==> src/rtl/truth_table_seq_if.sv <==
// truth_table_seq_if: control, network and result signals of the truth-table scanner
interface truth_table_seq_if;
   logic        start;
   logic        abort;
   logic        z_in;
   logic [15:0] exp_table;
   logic [3:0]  x_out;
   logic        busy;
   logic        done;
   logic [15:0] table_out;
   logic [4:0]  ones_cnt;
   logic        table_valid;
   logic        match;
   modport master (output start, abort, z_in, exp_table,
                   input  x_out, busy, done, table_out, ones_cnt, table_valid, match);
   modport slave  (input  start, abort, z_in, exp_table,
                   output x_out, busy, done, table_out, ones_cnt, table_valid, match);
endinterface

==> src/rtl/truth_table_seq.sv <==
// truth_table_seq: steps a 4-input network through all 16 vectors, captures z per vector
// and compares the captured table against an expected one
module truth_table_seq #(
   parameter int SETTLE = 2
) (
   input logic clk,
   input logic rst,
   truth_table_seq_if.slave bus
);
   typedef enum logic [1:0] {IDLE, WAIT, SAMPLE, DONE} state_t;
   state_t      r_state;
   logic [3:0]  r_idx;
   logic [3:0]  r_cnt;
   logic [3:0]  r_x;
   logic        r_done;
   logic        r_valid;
   logic        r_match;
   logic [15:0] r_table;
   logic [4:0]  r_ones;
   logic [15:0] w_table;
   // final table including the last vector, so done, valid and match rise together
   assign w_table = {bus.z_in, r_table[14:0]};
   always_ff @(posedge clk) begin
      if (rst) begin
         r_state <= IDLE;
         r_idx   <= '0;
         r_cnt   <= '0;
         r_x     <= '0;
         r_done  <= 1'b0;
         r_valid <= 1'b0;
         r_match <= 1'b0;
         r_table <= '0;
         r_ones  <= '0;
      end else begin
         r_done <= 1'b0;
         case (r_state)
            IDLE: if (bus.start && !bus.abort) begin
               r_state <= WAIT;
               r_idx   <= '0;
               r_cnt   <= '0;
               r_x     <= '0;
               r_table <= '0;
               r_ones  <= '0;
               r_valid <= 1'b0;
               r_match <= 1'b0;
            end
            WAIT: if (bus.abort) begin
               r_state <= IDLE;
               r_x     <= '0;
            end else begin
               r_cnt <= r_cnt + 4'd1;
               if (r_cnt == 4'(SETTLE - 1)) r_state <= SAMPLE;
            end
            SAMPLE: if (bus.abort) begin
               r_state <= IDLE;
               r_x     <= '0;
            end else begin
               r_table[r_idx] <= bus.z_in;
               r_ones         <= r_ones + {4'd0, bus.z_in};
               if (r_idx == 4'd15) begin
                  r_state <= DONE;
                  r_done  <= 1'b1;
                  r_valid <= 1'b1;
                  r_match <= (w_table == bus.exp_table);
               end else begin
                  r_idx   <= r_idx + 4'd1;
                  r_x     <= r_idx + 4'd1;
                  r_cnt   <= '0;
                  r_state <= WAIT;
               end
            end
            DONE: begin
               r_state <= IDLE;
               r_x     <= '0;
               r_match <= (r_table == bus.exp_table);
            end
            default: r_state <= IDLE;
         endcase
      end
   end
   assign bus.x_out       = r_x;
   assign bus.busy        = (r_state != IDLE);
   assign bus.done        = r_done;
   assign bus.table_out   = r_table;
   assign bus.ones_cnt    = r_ones;
   assign bus.table_valid = r_valid;
   assign bus.match       = r_match;
endmodule

==> src/flat_wrapper.sv <==
// flat-port wrapper written by rule: the top's interface ports become plain ports
module truth_table_seq_flat 
#(
   parameter int SETTLE = 2
)
  (clk, rst, bus_start, bus_abort, bus_z_in, bus_exp_table, bus_x_out, bus_busy, bus_done, bus_table_out, bus_ones_cnt, bus_table_valid, bus_match);
  truth_table_seq_if bus_i ();
  input logic clk;
  input logic rst;
  input wire logic [$bits(bus_i.start)-1:0] bus_start;
  input wire logic [$bits(bus_i.abort)-1:0] bus_abort;
  input wire logic [$bits(bus_i.z_in)-1:0] bus_z_in;
  input wire logic [$bits(bus_i.exp_table)-1:0] bus_exp_table;
  output wire logic [$bits(bus_i.x_out)-1:0] bus_x_out;
  output wire logic [$bits(bus_i.busy)-1:0] bus_busy;
  output wire logic [$bits(bus_i.done)-1:0] bus_done;
  output wire logic [$bits(bus_i.table_out)-1:0] bus_table_out;
  output wire logic [$bits(bus_i.ones_cnt)-1:0] bus_ones_cnt;
  output wire logic [$bits(bus_i.table_valid)-1:0] bus_table_valid;
  output wire logic [$bits(bus_i.match)-1:0] bus_match;
  assign bus_i.start = bus_start;
  assign bus_i.abort = bus_abort;
  assign bus_i.z_in = bus_z_in;
  assign bus_i.exp_table = bus_exp_table;
  assign bus_x_out = bus_i.x_out;
  assign bus_busy = bus_i.busy;
  assign bus_done = bus_i.done;
  assign bus_table_out = bus_i.table_out;
  assign bus_ones_cnt = bus_i.ones_cnt;
  assign bus_table_valid = bus_i.table_valid;
  assign bus_match = bus_i.match;
  truth_table_seq #(.SETTLE(SETTLE)) u_core (.clk(clk), .rst(rst), .bus(bus_i));
endmodule
==> config.mk <==
export PLATFORM = sky130hd
export DESIGN_NAME = truth_table_seq_flat
export DESIGN_NICKNAME = d
export VERILOG_FILES = /design/src/rtl/truth_table_seq_if.sv /design/src/rtl/truth_table_seq.sv /design/src/flat_wrapper.sv
export SDC_FILE = /design/constraint.sdc
export NUM_CORES = 1
export LEC_CHECK = 0
export CAP_MARGIN = 20
export CORE_UTILIZATION = 45
export CTS_CLUSTER_SIZE = 30
export DETAILED_ROUTE_END_ITERATION = 6
export MAX_ROUTING_LAYER = met4
export PLACE_DENSITY = 0.74
export SLEW_MARGIN = 20
export SYNTH_ARGS = -nofsm -noshare
export SYNTH_HDL_FRONTEND = slang
export SYNTH_SLANG_ARGS = --single-unit
==> constraint.sdc <==
create_clock -name clk -period 4.1 [get_ports clk]
set_clock_uncertainty 0.1 [all_clocks]
set_input_delay 0.82 -clock clk [delete_from_list [all_inputs] [get_ports clk]]
set_output_delay 0.82 -clock clk [all_outputs]
set_load 0.01 [all_outputs]
==> results_tabular.tex <==
\begin{tabular}{lr}
\hline
Metric & Value \\
\hline
\multicolumn{2}{l}{\textbf{Status}} \\
\quad Status & finished, final reports clean \\
\multicolumn{2}{l}{\textbf{Critical path}} \\
\quad Data arrival time of the critical path & 2.99 ns \\
\quad Element type at the critical path end & register \\
\quad Number of cells on the worst reg-to-reg path & 4 \\
\quad Worst setup slack for register-to-register paths & 1.86 ns \\
\quad FF-to-FF End & u\_core.bus.match \\
\quad Nature of the critical path startpoint & input pin \\
\quad Start of the worst register-to-register path & u\_core.r\_state[1] \\
\quad Crit Path Category & in2reg \\
\quad CP Launch Point & bus\_abort \\
\quad Crit Path Max Fanout & 19 \\
\quad Critical path endpoint & u\_core.r\_idx[3] \\
\quad Worst endpoint required time & 4.18 ns \\
\multicolumn{2}{l}{\textbf{Placement}} \\
\quad Post-DP HPWL & 3450 um \\
\quad Placer's final routability congestion estimate & 0.819 \\
\quad Port Buffer Count & 49 \\
\quad Setup slack at placement & 0.905 ns \\
\quad Placed instance area & 2560 um\^{}2 \\
\multicolumn{2}{l}{\textbf{Finish}} \\
\quad Post-route cell area & $\sim$2700 um\^{}2 \\
\quad Number of filler instances in the final layout & 407 \\
\quad NumNets Final & 327 \\
\quad Proportion of layout cells with a drive suffix above 1 & 0.0537 \\
\quad Final design utilization & 0.605 \\
\quad Area taken by multi-input logic gates & 1210 um\^{}2 \\
\quad Diodes inserted & 0 \\
\quad Syn-to-layout area delta & 28.3\% \\
\quad Sequential cell area & 761 um\^{}2 \\
\multicolumn{2}{l}{\textbf{Floorplanning}} \\
\quad Die W & $\sim$70 um \\
\quad IO Count & 50 \\
\quad Site Rows & 24 \\
\quad Standard cell core area & roughly 4400 um\^{}2 \\
\quad Chip Height & 70.0 um \\
\quad Die area & $\sim$4900 um\^{}2 \\
\quad Starting utilization of the core area & 0.472 \\
\multicolumn{2}{l}{\textbf{Routing}} \\
\quad DRT Pass-1 Iters & 4 \\
\quad Final wirelength & 4840 um \\
\quad Via count & a little under 2000 \\
\quad Initial drt markers & around 120 \\
\quad Antenna-violating nets left & 0 \\
\quad Post-route DRC & 0 \\
\quad Avg Vias per Cell & 5.55 \\
\quad Post-DR wirelength/cell & between 10 and 15 um \\
\multicolumn{2}{l}{\textbf{Yosys}} \\
\quad Number of synthesized flops with an enable pin & 0 \\
\quad Post-synth top area cell & dfxtp\_1 \\
\quad Number of register bits inferred by synthesis & 38 \\
\quad Count of cell types in the netlist & 47 \\
\quad Dominant register cell in the synthesized netlist & dfxtp\_1 \\
\quad Fraction of registers with async set or reset after synthesis & 0 \\
\quad Synth area leaders & dfxtp\_1, a21oi\_1, xor2\_1, o21ai\_0, nand2\_1 \\
\quad Most used standard cells in the synthesized netlist & dfxtp\_1, a21oi\_1, nand2\_1 \\
\quad Cell with the most instances after synthesis & dfxtp\_1 \\
\quad Fraction of post-synthesis cell area in the top cell type by area & 0.365 \\
\quad Post-Synthesis Net Count & about 290 \\
\quad Total standard cell area after synthesis & 2080 um\^{}2 \\
\quad Synth warn & 0 \\
\quad Average instance area after synthesis & slightly above 8 um\^{}2 \\
\quad Seq/Total Area, Yosys & 0.365 \\
\quad Post-synthesis cell count & 259 \\
\multicolumn{2}{l}{\textbf{GRT}} \\
\quad Total grt overflow & 0 \\
\quad Global Route Usage Sum & 0.217 \\
\quad Number of global-route vias before repair & 1754 \\
\quad Initial antenna violation count & 0 \\
\quad Largest net degree at the start of global routing & 27 \\
\quad First-pass GRT wire length & 8390 um \\
\multicolumn{2}{l}{\textbf{Power and ir drop}} \\
\quad Worst IR Drop VDD & 0.000199 V \\
\quad Power density of the placed cells & approximately 290 nW/um\^{}2 \\
\quad Leakage power of the design & about 1.0 nW \\
\multicolumn{2}{l}{\textbf{Clock tree}} \\
\quad Number of H-tree branching levels & 2 \\
\quad Clk Latency, worst-skew pair & slightly below 0.3 ns \\
\quad Clk pin slew, worst setup/hold paths & roughly 0.080 ns \\
\quad Number of buffers on the longest clock path & 2 \\
\quad PostCTS Resize Cnt & 0 \\
\quad Clock buffers created by TritonCTS & 5 \\
\quad Post-CTS Hold Buffers & 0 \\
\quad CTS sink cnt & 38 \\
\quad Root buffer cell & clkbuf\_8 \\
\quad TritonCTS clock tree & built \\
\quad Buffers inserted during post-CTS setup optimization & 0 \\
\multicolumn{2}{l}{\textbf{STA}} \\
\quad Fin crit share & 0.709 \\
\quad Final hold slack & $\sim$0.38 ns \\
\quad Slew Viols, Final & 0 \\
\quad Final number of hold-violating endpoints & 0 \\
\quad Total of endpoints with negative setup slack in the final report & 0 \\
\quad Worst Tran Pin Value & 0.647 ns \\
\quad Relative max-transition margin & 0.568 \\
\quad Min cycle time layout & between 2 and 3 ns \\
\quad Final total negative setup slack & 0 ns \\
\quad Setup repair after global routing missed its margin & no \\
\quad Least setup slack across all paths after layout & roughly 1.2 ns \\
\quad Upper clock frequency limit & 344 MHz \\
\multicolumn{2}{l}{\textbf{Run}} \\
\quad Max-cap violations & 0 \\
\multicolumn{2}{l}{\textbf{Min path}} \\
\quad Hold Path Class & reg2reg \\
\hline
\end{tabular}
[where the power goes]
part / total, mW / internal [mW] / switching [mW]
Combinational: 0.0647 / 0.0321 / 0.0326
Sequential: 0.376 / 0.371 / 0.00472
Clock: 0.325 / 0.195 / 0.130
Total: 0.765 / 0.598 / 0.168
[cell type report]
type | count | area share
Multi-Input combinational cell | 197 | 0.454
Sequential cell | 38 | 0.285
Timing Repair Buffer | 50 | 0.186
Clock buffer | 6 | 0.0309
Tap cell | 52 | 0.0243
Clock inverter | 1 | 0.0112
Inverter | 6 | 0.00843
[through the flow]
stage	std cells	power [mW]
after floorplan	259	0.419
after global placement	343	0.448
after detailed placement	343	0.449
after CTS	350	0.771
after global routing	350	0.796
final	350	0.765
[sequential cells by signal, summed over array words and instances, names as in the netlist, 2 cells and up]
name / count
u_core.r_state: 2
u_core.bus.x_out: 4
u_core.r_idx: 4
u_core.bus.table_out: 16
u_core.r_cnt: 4
u_core.bus.ones_cnt: 5
[worst min path at each step]
stage	slack (ns)	startpoint	depth (start not counted)	endpoint
detailed placement	0.37	u_core.bus.x_out[3]	2	u_core.bus.x_out[3]
CTS	0.38	u_core.bus.x_out[0]	2	u_core.bus.x_out[0]
finish	0.38	u_core.bus.x_out[0]	2	u_core.bus.x_out[0]
floorplan	0.35	u_core.r_cnt[3]	2	u_core.r_cnt[3]
global placement	0.36	u_core.bus.table_valid	2	u_core.bus.table_valid
global route	0.40	u_core.bus.x_out[0]	2	u_core.bus.x_out[0]
[critical path, stage by stage]
cell	delay [ns]
clkdlybuf4s50_1	0.67
nor2_1	0.50
nand2_1	0.46
a222oi_1	0.46
nor2_1	0.06
[routing by layer]
metal,vias up,share of wire,GRT usage
li1,991,-,-
met2,48,0.43,0.317
met1,898,0.50,0.298
met5,-,0,-
met4,0,0.013,0.0600
met3,6,0.049,0.0548
[cells by family after synthesis]
| logic type | Yosys count | share of synthesized area |
|---|---|---|
| simple gates | 87 | 0.213 |
| mux | 3 | 0.0150 |
| fa+ha+maj | 8 | 0.0480 |
| buf+inv | 24 | 0.0523 |
| flops | 38 | 0.365 |
| xor+xnor | 22 | 0.0925 |
| compound gates | 77 | 0.214 |
[layout by cell type (no fill, tap or decap), types with 5 or more instances in the layout]
master / instances
nor2_1: 16
ha_1: 8
nand4_1: 5
and3_1: 5
nand2_1: 27
xor2_1: 19
nor3_1: 8
o21ai_0: 22
clkbuf_8: 6
a21oi_1: 35
inv_1: 5
clkdlybuf4s50_1: 49
dfxtp_1: 38
(Power assumes the default switching activity.)
